==> src/rtl/calc_key_entry.sv <==
// Key-entry sequencer ahead of the calculator ALU: turns digit/sign/clear/equals/op
// key strobes into a signed operand pair plus opcode, offered over valid/ready.
module calc_key_entry #(
  parameter int OPCODE_LENGTH = 5,
  parameter int NUM_LENGTH    = 9,
  parameter int MAG_MAX       = 255
) (
  input  logic                     clk,
  input  logic                     rst_n,
  input  logic                     key_valid,
  input  logic                     key_is_op,
  input  logic [4:0]               key_data,
  input  logic                     op_ready,
  output logic                     op_valid,
  output logic [OPCODE_LENGTH-1:0] opcode,
  output logic [NUM_LENGTH-1:0]    num_a,
  output logic [NUM_LENGTH-1:0]    num_b,
  output logic [NUM_LENGTH-1:0]    disp_value,
  output logic                     entry_err,
  output logic                     key_drop
);

  // Handshake: op_valid rises the cycle after the issuing key, opcode/num_a/num_b
  // hold while op_valid=1, and the transfer happens on the edge with op_valid && op_ready.
  typedef enum logic [1:0] {ST_ENTER_A, ST_ENTER_B, ST_ISSUE} state_t;

  state_t r_state, w_state_n;
  logic [7:0] r_mag_a, r_mag_b, w_mag_a_n, w_mag_b_n;
  logic r_sign_a, r_sign_b, w_sign_a_n, w_sign_b_n;
  logic r_b_empty, w_b_empty_n;
  logic [OPCODE_LENGTH-1:0] r_pend_op, w_pend_op_n;
  logic r_op_valid, w_op_valid_n;
  logic [OPCODE_LENGTH-1:0] r_opcode, w_opcode_n;
  logic [NUM_LENGTH-1:0] r_num_a, r_num_b, r_disp, w_num_a_n, w_num_b_n, w_disp_n;
  logic r_err, w_err_n, r_drop, w_drop_n;
  logic [7:0] w_cur_mag;
  logic [11:0] w_tmp;
  logic w_digit_ok;
  logic [OPCODE_LENGTH-1:0] w_key_op;

  function automatic logic [NUM_LENGTH-1:0] to_val(input logic [7:0] mag, input logic sign);
    logic [NUM_LENGTH-1:0] v;
    v = NUM_LENGTH'(mag);
    if (sign) v = -v;
    return v;
  endfunction

  function automatic logic is_binary(input logic [OPCODE_LENGTH-1:0] op);
    return (op == OPCODE_LENGTH'(0)) || (op == OPCODE_LENGTH'(1)) ||
           (op == OPCODE_LENGTH'(2)) || (op == OPCODE_LENGTH'(3)) ||
           (op == OPCODE_LENGTH'(11));
  endfunction

  assign w_key_op   = OPCODE_LENGTH'(key_data);
  assign w_cur_mag  = (r_state == ST_ENTER_B) ? r_mag_b : r_mag_a;
  assign w_tmp      = 12'(w_cur_mag) * 12'd10 + 12'(key_data);
  assign w_digit_ok = (w_tmp <= 12'(MAG_MAX));

  always_ff @(posedge clk or negedge rst_n) begin
    if (!rst_n) r_state <= ST_ENTER_A;
    else        r_state <= w_state_n;
  end

  always_comb begin
    w_state_n    = r_state;
    w_mag_a_n    = r_mag_a;
    w_mag_b_n    = r_mag_b;
    w_sign_a_n   = r_sign_a;
    w_sign_b_n   = r_sign_b;
    w_b_empty_n  = r_b_empty;
    w_pend_op_n  = r_pend_op;
    w_op_valid_n = r_op_valid;
    w_opcode_n   = r_opcode;
    w_num_a_n    = r_num_a;
    w_num_b_n    = r_num_b;
    w_err_n      = r_err;
    w_drop_n     = 1'b0;
    if (r_state == ST_ISSUE) begin
      if (key_valid) w_drop_n = 1'b1;
      if (op_ready) begin
        w_state_n    = ST_ENTER_A;
        w_op_valid_n = 1'b0;
        w_mag_a_n    = '0;
        w_mag_b_n    = '0;
        w_sign_a_n   = 1'b0;
        w_sign_b_n   = 1'b0;
        w_b_empty_n  = 1'b1;
      end
    end else if (key_valid) begin
      if (key_is_op) begin
        // An op key in ENTER_B only replaces the pending op while B is still untouched.
        if (r_state == ST_ENTER_A || r_b_empty) begin
          w_pend_op_n = w_key_op;
          if (is_binary(w_key_op)) begin
            w_state_n = ST_ENTER_B;
          end else begin
            w_state_n    = ST_ISSUE;
            w_op_valid_n = 1'b1;
            w_opcode_n   = w_key_op;
            w_num_a_n    = to_val(r_mag_a, r_sign_a);
            w_num_b_n    = '0;
          end
        end else begin
          w_drop_n = 1'b1;
        end
      end else if (key_data <= 5'd9) begin
        if (w_digit_ok) begin
          if (r_state == ST_ENTER_B) begin
            w_mag_b_n   = w_tmp[7:0];
            w_b_empty_n = 1'b0;
          end else begin
            w_mag_a_n = w_tmp[7:0];
          end
        end else begin
          w_err_n  = 1'b1;
          w_drop_n = 1'b1;
        end
      end else if (key_data == 5'd10) begin
        if (r_state == ST_ENTER_B) begin
          w_state_n    = ST_ISSUE;
          w_op_valid_n = 1'b1;
          w_opcode_n   = r_pend_op;
          w_num_a_n    = to_val(r_mag_a, r_sign_a);
          w_num_b_n    = to_val(r_mag_b, r_sign_b);
        end else begin
          w_drop_n = 1'b1;
        end
      end else if (key_data == 5'd11) begin
        w_state_n   = ST_ENTER_A;
        w_mag_a_n   = '0;
        w_mag_b_n   = '0;
        w_sign_a_n  = 1'b0;
        w_sign_b_n  = 1'b0;
        w_b_empty_n = 1'b1;
        w_err_n     = 1'b0;
      end else if (key_data == 5'd12) begin
        if (r_state == ST_ENTER_B) w_sign_b_n = ~r_sign_b;
        else                       w_sign_a_n = ~r_sign_a;
      end else begin
        w_drop_n = 1'b1;
      end
    end
    case (w_state_n)
      ST_ENTER_B: w_disp_n = to_val(w_mag_b_n, w_sign_b_n);
      ST_ISSUE:   w_disp_n = w_num_a_n;
      default:    w_disp_n = to_val(w_mag_a_n, w_sign_a_n);
    endcase
  end

  always_ff @(posedge clk or negedge rst_n) begin
    if (!rst_n) begin
      r_mag_a    <= '0;
      r_mag_b    <= '0;
      r_sign_a   <= 1'b0;
      r_sign_b   <= 1'b0;
      r_b_empty  <= 1'b1;
      r_pend_op  <= '0;
      r_op_valid <= 1'b0;
      r_opcode   <= '0;
      r_num_a    <= '0;
      r_num_b    <= '0;
      r_disp     <= '0;
      r_err      <= 1'b0;
      r_drop     <= 1'b0;
    end else begin
      r_mag_a    <= w_mag_a_n;
      r_mag_b    <= w_mag_b_n;
      r_sign_a   <= w_sign_a_n;
      r_sign_b   <= w_sign_b_n;
      r_b_empty  <= w_b_empty_n;
      r_pend_op  <= w_pend_op_n;
      r_op_valid <= w_op_valid_n;
      r_opcode   <= w_opcode_n;
      r_num_a    <= w_num_a_n;
      r_num_b    <= w_num_b_n;
      r_disp     <= w_disp_n;
      r_err      <= w_err_n;
      r_drop     <= w_drop_n;
    end
  end

  assign op_valid   = r_op_valid;
  assign opcode     = r_opcode;
  assign num_a      = r_num_a;
  assign num_b      = r_num_b;
  assign disp_value = r_disp;
  assign entry_err  = r_err;
  assign key_drop   = r_drop;

endmodule

==> config.mk <==
export PLATFORM = sky130hd
export DESIGN_NAME = calc_key_entry
export DESIGN_NICKNAME = d
export VERILOG_FILES = /design/src/rtl/calc_key_entry.sv
export SDC_FILE = /design/constraint.sdc
export NUM_CORES = 1
export LEC_CHECK = 0
export ABC_CLOCK_PERIOD_IN_PS = 6200
export CORE_MARGIN = 5
export CORE_UTILIZATION = 58
export CTS_CLUSTER_DIAMETER = 150
export DETAILED_ROUTE_END_ITERATION = 8
export PLACE_DENSITY = 0.9
export SYNTH_ARGS = -nofsm -noshare
export SYNTH_HDL_FRONTEND = slang
export SYNTH_SLANG_ARGS = --single-unit
export TNS_END_PERCENT = 5
==> constraint.sdc <==
create_clock -name clk -period 6.2 [get_ports clk]
set_input_delay 1.24 -clock clk [delete_from_list [all_inputs] [get_ports clk]]
set_output_delay 1.24 -clock clk [all_outputs]
set_load 0.1 [all_outputs]
==> flow_summary.ini <==
[timing]
worst_slew_margin = 0.3406
grt_setup_unrepaired = false
worst-slew-pin-transition_ns = 0.9861
timing.final.hold_violations = 0
fin_crit_ns = 5.541
slew_violations = 0
timing.setup.tns_ns = 0
finalWorstSetupSlack_ns = 0.6595
clock_skew_ns = 0.01069
timing.final.crit_share = 0.8936
setup-violations-final = 0
fmax_mhz = 180.5

[pwr]
sw_frac_of_total = 0.5658
total_power_mw = 3.036
power-per-cell-area_mw_per_mm2 = 571.5
worst_supply_voltage_drop_on_vdd_uv = 251.3
total_leakage_power_nw = 2.403
seq_power_share = 0.211
relative_contribution_of_combinational_cells_to_total_power = 0.676
clkPwrFrac = 0.113
p_int_mw = 1.318
p_sw_mw = 1.718

[clocking]
clock_insertion_delay_worst_skew_ns = 0.34
cts_h_tree_depth = 3
max-clock-path-buffers = 2
cts_tree = done
numCtsBuffers = 9
post_cts_hold_buffer_count = 0
cts_num_sinks = 61
cts.repair_timing.setup_buffer_count = 0
cts.clk_slew.worst_paths_ns = 0.07
clock-root-buffer = sky130_fd_sc_hd__clkbuf_8
ctsResizeCount = 0

[floorplanning]
core-area_sq_mm = 0.007727
row_count = 32
die_area_sq_mm = 0.009821
initial_utilization = 0.5959
die_width_microns = 99.10
floorplan.die.height_microns = 99.10
pin_count = 45

[routing]
dr.first_iter.drc_count = 509
dr_wl_met3_microns = 1153
detailroute.via_count = 4278
top_layer = met4
detail_route.wl_per_cell_microns = 19.53
detailroute.wirelength.met2_microns = 5780
wl_met1_microns = 5512
final_antenna_net_count = 0
totalWireLength_microns = 13050
drc = 0
drt_pass1_iterations = 5
routed_via_density = 6.404

[final_layout]
design.final.nets = 600
nFillCells = 584
antenna_diode_count = 0
area_growth_syn_to_layout_pct = 15.38
post_route_cells_drive_above_1_share = 0.1095
final_design_area_no_fill_sq_mm = 0.005313

[critical_path]
critical_path_arrival_ns = 5.73
timing.critical_path.fanout_max = 13
cp-start-kind = flop
critical_path.endpoint_type = flop
crit_type = reg -> reg
critPathRequiredTime_ns = 6.38

[synthesis]
synth_sequential_area_ratio = 0.3318
synth_top_flop_cell = sky130_fd_sc_hd__dfrtp_1
synth_warnings = 0
ys_seq_elements = 61
synth_top_cell_by_area = sky130_fd_sc_hd__dfrtp_1
synthCells = 523
syn_avg_cell_area_sq_um = 8.804
postSynthNetCount = 562
synth_top_area_share = 0.3261
synth_enable_flop_cells = 0
async_reset_ff_frac = 1.000
netlist_area_sq_mm = 0.004604
yosysUniqueCellTypes = 77
main_area_contributors_after_synthesis = sky130_fd_sc_hd__dfrtp_1 (33%), sky130_fd_sc_hd__ha_1 (7.3%), sky130_fd_sc_hd__nand2_1 (5.1%)

[global_routing]
antenna_found_initial = 0
largest_net_degree_at_the_start_of_global_routing = 62
grt_pass1_vias = 4294
first_pass_grt_wire_length_microns = 21780
grtUsageTotal = 0.2777
gr-total-overflow = 0

[job]
max_cap_violations = 0

[place]
detailedPlace.worstSlack_ns = 0.7777
numPortBuffers = 44
finalWeightedCongestion = 0.9927
placed_area_sq_mm = 0.005122
hpwl_microns = 10030

[hold_path]
min-delay-path-class = reg -> reg

[run_status]
status = finished, final reports clean
==> worst max-delay path: stages (launching register included) <==
cell	delay [ns]
sky130_fd_sc_hd__dfrtp_1	0.44
sky130_fd_sc_hd__inv_1	0.13
sky130_fd_sc_hd__ha_1	0.46
sky130_fd_sc_hd__buf_4	0.29
sky130_fd_sc_hd__nand2_1	0.06
sky130_fd_sc_hd__o21ai_0	0.23
sky130_fd_sc_hd__ha_1	0.25
sky130_fd_sc_hd__inv_1	0.06
sky130_fd_sc_hd__fa_1	0.44
sky130_fd_sc_hd__nand2b_1	0.18
sky130_fd_sc_hd__a21oi_1	0.18
sky130_fd_sc_hd__xor2_1	0.29
sky130_fd_sc_hd__nand4_1	0.38
sky130_fd_sc_hd__buf_4	0.31
sky130_fd_sc_hd__a21oi_1	0.34
sky130_fd_sc_hd__nand4_1	0.23
sky130_fd_sc_hd__nand2_1	0.20
sky130_fd_sc_hd__inv_1	0.06
sky130_fd_sc_hd__ha_1	0.23
sky130_fd_sc_hd__nor2_1	0.14
sky130_fd_sc_hd__xnor2_1	0.10
sky130_fd_sc_hd__a221oi_1	0.30
sky130_fd_sc_hd__a21oi_1	0.08
==> path summary, 6_finish.rpt <==
path | start | endpoint | slack, ns | depth (start not counted)
min in group asynchronous | rst_n | num_b[8]$_DFFE_PN0P_ | 1.04 | 2
setup reg to reg | r_state[1]$_DFF_PN0_ | disp_value[2]$_DFF_PN0_ | 0.66 | 22
hold reg to reg | num_b[2]$_DFFE_PN0P_ | num_b[2]$_DFFE_PN0P_ | 0.48 | 2
max in group asynchronous | rst_n | disp_value[1]$_DFF_PN0_ | 4.66 | 2
hold / removal | num_b[2]$_DFFE_PN0P_ | num_b[2]$_DFFE_PN0P_ | 0.48 | 2
setup / recovery | r_state[1]$_DFF_PN0_ | disp_value[2]$_DFF_PN0_ | 0.66 | 22
==> flip-flops by register name, summed over array words and instances, names as in the netlist <==
register and cells:
key_drop 1, r_state 2, op_valid 1, num_b 9, opcode 5, r_mag_a 8, disp_value 9, r_pend_op 5
entry_err 1, r_sign_b 1, num_a 9, r_sign_a 1, r_b_empty 1, r_mag_b 8
==> cell type report <==
class,count,area (sq um),area share
tap,102,127.6,0.02402
clock inverter,7,66.31,0.01248
multi-input combinational,403,2848,0.5360
inverter,35,131.4,0.02473
clock buffer,9,123.9,0.02332
timing repair buffer,51,488.0,0.09185
sequential,61,1528,0.2876
==> through the flow <==
stage / hold slack (ns) / utilization / cells
2_1_floorplan: 0.4543 / - / 523
3_3_place_gp: 0.4607 / 0.6629 / 652
3_5_place_dp: 0.4651 / 0.6629 / 652
4_1_cts: 0.4808 / 0.6875 / 668
5_1_grt: 0.5140 / 0.6875 / 668
6_report: 0.4766 / 0.6875 / 668
==> metal layers <==
layer,up-vias,track usage
li1,1968,-
met1,2009,0.3699
met2,245,0.4277
met3,56,0.06241
met4,0,0.1345
met5,-,0
==> placed cells by master (no fill, tap or decap), drive strengths merged, types with 4 or more instances in the layout <==
master and instances:
nand3 9, and2 9, dfrtp 60, nand4 4
inv 35, a21o 9, o21ai 35, clkbuf 9
nor2b 7, a211oi 6, clkinv 5, mux2i 9
a221oi 5, a41oi 4, a211o 4, or2 4
clkdlybuf4s50 43, and3 4, a21oi 29, a2111oi 4
nor2 38, nand2 62, mux2 11, o2111ai 5
o31ai 15, a21boi 5, a31oi 5, buf 8
a22oi 4, nand2b 8, nor3 13, xor2 12
or3 6, ha 27, xnor2 15
==> cell usage after synthesis, drive strengths merged, types with 8 or more instances <==
cell	count
a21o	9
nand3	9
ha	27
inv	35
and2	9
mux2i	9
nor3	13
a21oi	29
mux2	11
o31ai	15
nand2b	8
o21ai	35
xor2	12
dfrtp	60
xnor2	15
nand2	62
clkbuf	17
nor2	38
==> power groups by stage <==
stage | sequential (mW) | clock, mW | combinational (mW)
final | 0.642 | 0.343 | 2.05
after global routing | 0.657 | 0.365 | 2.18
after CTS | 0.639 | 0.343 | 2.02
after detailed placement | 0.647 | 0 | 2.01
after global placement | 0.638 | 0 | 1.99
after floorplan | 1.15 | 0 | 1.01
==> cells by family after synthesis <==
kind of cell	after synthesis	share of synthesized area
AND/OR/NAND/NOR	173	0.1848
AO/OA/AOI/OAI	154	0.2522
adder cells (fa/ha/maj)	29	0.08206
flip-flops	61	0.3318
multiplexers	20	0.04728
XOR/XNOR	27	0.05136
buffers and inverters	59	0.05054
(Power assumes the default switching activity.)
